### src/rtl/lsu_pkg.sv
// lsu_pkg: shared funct3 codes, FSM states and store lane helper for the memory stage
package lsu_pkg;

   localparam logic [2:0] F3_LB  = 3'b000;
   localparam logic [2:0] F3_LH  = 3'b001;
   localparam logic [2:0] F3_LW  = 3'b010;
   localparam logic [2:0] F3_LBU = 3'b100;
   localparam logic [2:0] F3_LHU = 3'b101;

   typedef enum logic [1:0] {IDLE, WAIT_GNT, WAIT_RSP, DONE} lsu_state_t;

   function automatic logic isByteOp(input logic [2:0] funct3);
      return funct3 == F3_LB || funct3 == F3_LBU;
   endfunction

   function automatic logic isHalfOp(input logic [2:0] funct3);
      return funct3 == F3_LH || funct3 == F3_LHU;
   endfunction

   function automatic logic [3:0] st_be(input logic [2:0] funct3, input logic [1:0] addr);
      return isByteOp(funct3) ? 4'b0001 << addr : isHalfOp(funct3) ? (addr[1] ? 4'b1100 : 4'b0011) : 4'b1111;
   endfunction

endpackage

### src/rtl/mem_stage_load_ext.sv
// load_ext: picks the addressed byte/half of a load word and sign- or zero-extends it
module load_ext
   import lsu_pkg::*;
(
   input  logic [31:0] word,
   input  logic [1:0]  addr,
   input  logic [2:0]  funct3,
   output logic [31:0] ext
);

   logic [7:0]  bSel;
   logic [15:0] hSel;
   logic        sgn;

   // funct3[2] set means unsigned; sizes outside byte/half pass the word through
   always_comb begin
      bSel = word[{addr, 3'b000} +: 8];
      hSel = addr[1] ? word[31:16] : word[15:0];
      sgn  = ~funct3[2];
      ext  = isByteOp(funct3) ? {{24{bSel[7] & sgn}}, bSel} :
             isHalfOp(funct3) ? {{16{hSel[15] & sgn}}, hSel} : word;
   end

endmodule

### src/rtl/mem_stage.sv
// mem_stage: drives the data-memory bus for loads/stores and stalls the pipeline until done
module mem_stage
   import lsu_pkg::*;
(
   input  logic        clk,
   input  logic        rst_n,
   input  logic        validm,
   input  logic        memRdm,
   input  logic        memWrtm,
   input  logic [2:0]  funct3m,
   input  logic [31:0] aluRsltm,
   input  logic [31:0] wrtDatam,
   input  logic        regWrtm,
   output logic        regWrtq,
   output logic [31:0] readDm,
   output logic        stallm,
   output logic        misAlgn,
   output logic        dmReq,
   output logic        dmWe,
   output logic [29:0] dmAddr,
   output logic [3:0]  dmBe,
   output logic [31:0] dmWdata,
   input  logic        dmGnt,
   input  logic        dmRvalid,
   input  logic [31:0] dmRdata
);

   lsu_state_t  state, nextState;
   logic [31:0] ldQ, extData;
   logic        isByte, isHalf, memOp, acc;

   assign isByte  = isByteOp(funct3m);
   assign isHalf  = isHalfOp(funct3m);
   assign memOp   = validm & (memRdm | memWrtm);
   assign misAlgn = memOp & (isHalf & aluRsltm[0] | ~isByte & ~isHalf & |aluRsltm[1:0]);
   assign acc     = memOp & ~misAlgn;
   assign regWrtq = regWrtm & ~misAlgn;

   // request fields come straight from the held EX/MEM register, so they stay stable while waiting
   assign dmWe    = memWrtm;
   assign dmAddr  = aluRsltm[31:2];
   assign dmBe    = memWrtm ? st_be(funct3m, aluRsltm[1:0]) : 4'b1111;
   assign dmWdata = isByte ? {4{wrtDatam[7:0]}} : isHalf ? {2{wrtDatam[15:0]}} : wrtDatam;

   load_ext uExt (
      .word   (dmRdata),
      .addr   (aluRsltm[1:0]),
      .funct3 (funct3m),
      .ext    (extData)
   );

   // state register; load data is captured only when the response arrives in WAIT_RSP
   always_ff @(posedge clk or negedge rst_n) begin
      if (!rst_n) begin
         state <= IDLE;
         ldQ   <= '0;
      end else begin
         state <= nextState;
         if (state == WAIT_RSP && dmRvalid) ldQ <= extData;
      end
   end

   // next-state: stores finish at grant, loads wait for the response
   always_comb begin
      nextState = state;
      case (state)
         IDLE:     if (acc) nextState = dmGnt ? (memWrtm ? DONE : WAIT_RSP) : WAIT_GNT;
         WAIT_GNT: if (dmGnt) nextState = memWrtm ? DONE : WAIT_RSP;
         WAIT_RSP: if (dmRvalid) nextState = DONE;
         default:  nextState = IDLE;
      endcase
   end

   // outputs: request is suppressed during reset, DONE releases the pipeline
   always_comb begin
      dmReq  = rst_n & (state == IDLE ? acc : state == WAIT_GNT);
      stallm = state == IDLE ? acc : (state == WAIT_GNT || state == WAIT_RSP);
      readDm = state == DONE ? ldQ : '0;
   end

endmodule

### config.mk
export PLATFORM = sky130hd
export DESIGN_NAME = mem_stage
export DESIGN_NICKNAME = d
export VERILOG_FILES = /design/src/rtl/lsu_pkg.sv /design/src/rtl/mem_stage_load_ext.sv /design/src/rtl/mem_stage.sv
export SDC_FILE = /design/constraint.sdc
export NUM_CORES = 1
export LEC_CHECK = 0
export BUFFER_PORTS_ARGS = -buffer_cell sky130_fd_sc_hd__clkbuf_2
export CORE_ASPECT_RATIO = 1.5
export CORE_UTILIZATION = 45
export DETAILED_ROUTE_END_ITERATION = 7
export GPL_TIMING_DRIVEN = 0
export PLACE_DENSITY = 0.85
export SKIP_LAST_GASP = 1
export SYNTH_ARGS = -nofsm -noshare
export SYNTH_HDL_FRONTEND = slang
export SYNTH_SLANG_ARGS = --single-unit
### constraint.sdc
create_clock -name clk -period 5.1 [get_ports clk]
set_clock_uncertainty 0.15 [all_clocks]
set_input_delay 0.255 -clock clk [delete_from_list [all_inputs] [get_ports clk]]
set_output_delay 0.255 -clock clk [all_outputs]
set_load 0.01 [all_outputs]
Word-level counts from Yosys, hierarchy flattened

Index checks and enable logic that the tools add are counted.
W data, S select, Z words.

Input bits: 107
Word-level logic and storage cells: 55
Output and inout port bits: 103
Flip-flop bits (word level): 34

Mux-type cells: 18
Bitwise operators: 16
Reduce and logical (&&, ||, !) cells: 8
Shifts and indexed selects: 2
Equality and inequality tests: 9

Operators with widths:

| cell                  | count |
|---|---|
| $mux W32              | 5 |
| $shiftx A32 B6 Y8     | 1 |
| $mux W16              | 1 |
| $mux W4               | 4 |
| $and A1 B1 Y1         | 10 |
| $mux W2               | 4 |
| $eq A3 B3 Y1 const B  | 2 |
| $ne A2 B2 Y1 const B  | 3 |
| $pmux W2 S3           | 1 |
| $eq A2 B2 Y1 const B  | 2 |
| $not A1 Y1            | 4 |
| $shl A1 B2 Y4 const A | 1 |
| $eq A3 B1 Y1 const B  | 1 |
| $logic_not A3 Y1      | 1 |
| $logic_or A1 B1 Y1    | 3 |
| $mux W1               | 3 |
| $reduce_and A3 Y1     | 1 |
| $eq A2 B1 Y1 const B  | 1 |
| $logic_not A2 Y1      | 1 |
| $or A1 B1 Y1          | 2 |
| $reduce_or A2 Y1      | 1 |
| $logic_and A1 B1 Y1   | 1 |

Depth between registers and ports, before layout

Depth in word-level cells: 11
Mapped depth: 7
Depth with buffers taken out: 6

Modules after synthesis

From an unflattened synthesis, not the netlist that was laid out.

Cells, all modules: 363
Area, all modules: 3345.7 µm²

By module, submodules not included:

| module    | sequential area each (µm²) | times used | area each (µm²) | cells an instance |
|---|---|---|---|---|
| mem_stage | 850.8                      | 1          | 2343.5          | 229 |
| load_ext  | 0.0                        | 1          | 1002.2          | 134 |

Least setup slack after synthesis

OpenSTA, ideal clock, no wires.

Path kind: flip-flop to flip-flop
Start: reg state[0]
End: reg ldQ[2]
Arrival: 1409 ps
Path slack: 3415 ps
Clock period less this slack: 1685 ps
Buffers on the path: 1
Stages on the path, launching flop included: 7
Cell sequence: dfrtp_1 -> inv_1 -> ha_1 -> nand2_1 -> clkbuf_1 -> nor2_1 -> a221o_1

Longest elaborated chain between the ends: 2

Ends and longest elaborated chain:

| item                   | RTL line        | text |
|---|---|---|
| start, declared        | mem_stage.sv:28 | `lsu_state_t state, nextState;` |
| start signal, assigned | mem_stage.sv:58 | `state <= nextState;` |
| $eq A2 B2 Y1           | mem_stage.sv:59 | `if (state == WAIT_RSP && dmRvalid) ldQ <= extData;` |
| $logic_and A1 B1 Y1    | mem_stage.sv:59 |  |
| end signal, assigned   | mem_stage.sv:59 |  |
| end, declared          | mem_stage.sv:29 | `logic [31:0] ldQ, extData;` |

No other way between the ends.
A chain may end at the register's enable or synchronous reset.

Final worst setup path

Start: in rst_n
End: out dmReq

Longest elaborated chain between the ends: 1

Ends and longest elaborated chain:

| item            | RTL line        | text |
|---|---|---|
| start, declared | mem_stage.sv:6  | `input logic rst_n,` |
| $and A1 B1 Y1   | mem_stage.sv:76 | `dmReq = rst_n & (state == IDLE ? acc : state == WAIT_GNT);` |
| end, declared   | mem_stage.sv:18 | `output logic dmReq,` |

No other way between the ends.

==> results.toml <==
[floorplan]
start_util_pct = 47.3
num_rows = 35
io_pins = 210
fp.dieW_microns = 68.0
coreArea_sq_um = 6220
dieArea_sq_um = 6870
die_y_microns = 101

[power_and_ir_drop]
cellPowerDensity_nw_per_um2 = 366
max-vdd-ir-drop_mv = 0.179
clkPwrFrac_pct = 13.4
swShare_pct = 40.5
p_seq_share_pct = 33.0
internal_power_mw = 0.874
p_sw_mw = 0.595
p_leak_nw = 2.07
power_frac_comb_pct = 53.6

[critical_path]
critPathMaxFanout = 35
path_class = "in2out"
start_kind = "input pin"
required_ns = 4.70
critical_path_arrival_ns = 1.88
crit_path_end_kind = "primary output"

[timing]
setup_violations = 0
fin_setup_tns_ns = 0
grt_setup_unrepaired = "false"
finalCriticalPeriod_ns = 2.28
worst_pin_slew_ns = 0.904
slew_viol_final = 0
hold_violations = 0
layout_setup_ws_ns = 2.82
slew_headroom_pct = 39.7
max_freq_ghz = 0.438
finalCritPeriodShare_pct = 44.8

[synthesis]
syn_nets = 456
ys_seq_elements = 34
synth.largest_area_cell = "dfrtp_1"
yosysSeqAreaShare_pct = 28.9
netlist.area_leader.share_pct = 28.9
synth_area_sq_um = 2940
synth_cells = 344
syn_avg_cell_area_sq_um = 8.54
yosysWarnings = 0
synthDistinctLibCells = 35
yosys-top-cells-area = "dfrtp_1 (29%), buf_4 (10%), mux2_2 (9.6%), and2_1 (7.0%), a21oi_1 (5.1%)"

[finish]
regArea_sq_um = 851
drive_gt1_share_pct = 50.6
final_common_cell = "clkbuf_2"
antenna-diode-count = 0
final_cell_mix = "clkbuf_2 (177), buf_4 (39), nor2_1 (36)"
multi_input_area_sq_um = 1640
area.growth.synth_to_final_pct = 36.4
fillCellCount = 570
final_nets = 641

[route]
antenna_left = 0
via_per_inst = 5.54
first_pass_iters = 5
drc = 0
via_count = 3334
routedWlPerCell_microns = 17.5
routed_wl_microns = 10600
initialDrtViolationCount = 205

[placed_design]
pre_cts_slack_ns = 2.96
io_buffers = 177
place_congestion = 0.986
dp_hpwl_microns = 8750

[grt]
antenna_found_initial = 0
grt_pass1_vias = 3081
track_usage_pct = 30.6
overflow = 0
grt_pass1_wl_microns = 15400
grt_max_degree = 36

[clock_network]
cts_buffer_depth = 2
insertion_delay_ns = 0.28
cts-buffers-inserted = 5
htreeDepth = 2
clkSinkCount = 34
clockRootBuffer = "clkbuf_8"
cts_tree = "done"
ctsResizeCount = 0
path_clk_slew_ns = 0.07

[outcome]
status = "finished, final reports clean"

[run]
cap_violations = 0

[worst_hold_path]
hp-class = "in2reg"
-- per-stage QoR --
step | area, sq um | util, % | instances | total power [mW] | hold WS, ns
global placement | 3920 | 63.0 | 595 | 1.23 | 0.236
CTS | 4010 | 64.5 | 602 | 1.47 | 0.0578
global route | 4010 | 64.5 | 602 | 1.58 | 0.0639
detailed placement | 3920 | 63.0 | 595 | 1.27 | 0.265
finish | 4010 | 64.5 | 602 | 1.47 | 0.0630
floorplan | 2940 | - | 344 | 0.981 | -0.191
-- layout make-up --
type / count / area share [%]
inverter: 7 / 0.655
timing repair buffer: 178 / 22.3
tap: 74 / 2.31
multi-input combinational: 237 / 41.0
buffer: 66 / 10.5
clock buffer: 6 / 2.06
sequential: 34 / 21.2
-- metal layers --
metal	routed length [microns]	up-vias	global-route usage [%]
met5	0	-	0
met4	313	0	12.3
met1	3760	1535	35.9
met3	1280	32	8.48
met2	5200	224	50.9
li1	-	1543	-
-- cells by family (layout without fill, tap and decap cells) --
kind of cell             count (synthesis)  after routing  share of synthesized area (%)
flip-flops                              34             34                           28.9
adder cells (fa/ha/maj)                  5              5                           2.13
buffers and inverters                   73            257                           15.2
AO/OA/AOI/OAI                           99             99                           24.1
multiplexers                            35             35                           13.0
AND/OR/NAND/NOR                         98             98                           16.7
-- registers in the layout, indices dropped and copies added (netlist names) --
signal and count:
state 2, ldQ 32
-- final timing paths --
| kind | startpoint | to | slack (ns) | cells after the start |
|---|---|---|---|---|
| worst max-delay path | rst_n | dmReq | 2.82 | 4 |
| worst min-delay path | dmRdata[2] | ldQ[2]$_DFFE_PN0P_ | 0.06 | 2 |
| worst max register to register | state[0]$_DFFE_PN0P_ | ldQ[31]$_DFFE_PN0P_ | 3.10 | 7 |
| worst min register to register | ldQ[2]$_DFFE_PN0P_ | ldQ[2]$_DFFE_PN0P_ | 0.37 | 1 |
| max in group asynchronous | rst_n | ldQ[14]$_DFFE_PN0P_ | 3.75 | 2 |
| min in group asynchronous | rst_n | ldQ[17]$_DFFE_PN0P_ | 0.48 | 2 |
-- power by group through the flow --
stage | sequential, mW | clock [mW] | combinational [mW]
after floorplan | 0.458 | 0 | 0.523
after detailed placement | 0.488 | 0 | 0.785
after global routing | 0.497 | 0.210 | 0.875
final | 0.484 | 0.197 | 0.787
after global placement | 0.481 | 0 | 0.753
after CTS | 0.483 | 0.199 | 0.790
-- repair_timing --
item                                   in CTS  in global routing
hold buffers                                1                  0
endpoints found under the hold margin      34                  0
buffers inserted                            0                  0
-- worst max-delay path, cell delays in order --
cell and delay [ns]:
dlygate4sd3_1 0.52, clkbuf_2 0.69, a21boi_0 0.25, clkbuf_2 0.16
-- synthesized netlist by cell type, drive strengths merged --
cell type	number
nand4	1
a31oi	16
or3b	2
a221o	7
nand2b	2
buf	50
ha	5
or3	2
a21o	1
nor3b	1
a22o	8
nor2	36
and3	1
mux2	25
o22ai	3
and2	33
o21ai	15
nand2	15
nand3	1
a21boi	2
mux2i	10
a221oi	1
a21oi	30
a22oi	7
a32oi	8
o21a	1
inv	7
nor2b	4
dfrtp	34
clkbuf	16
Power figures use the tool's default switching activity.
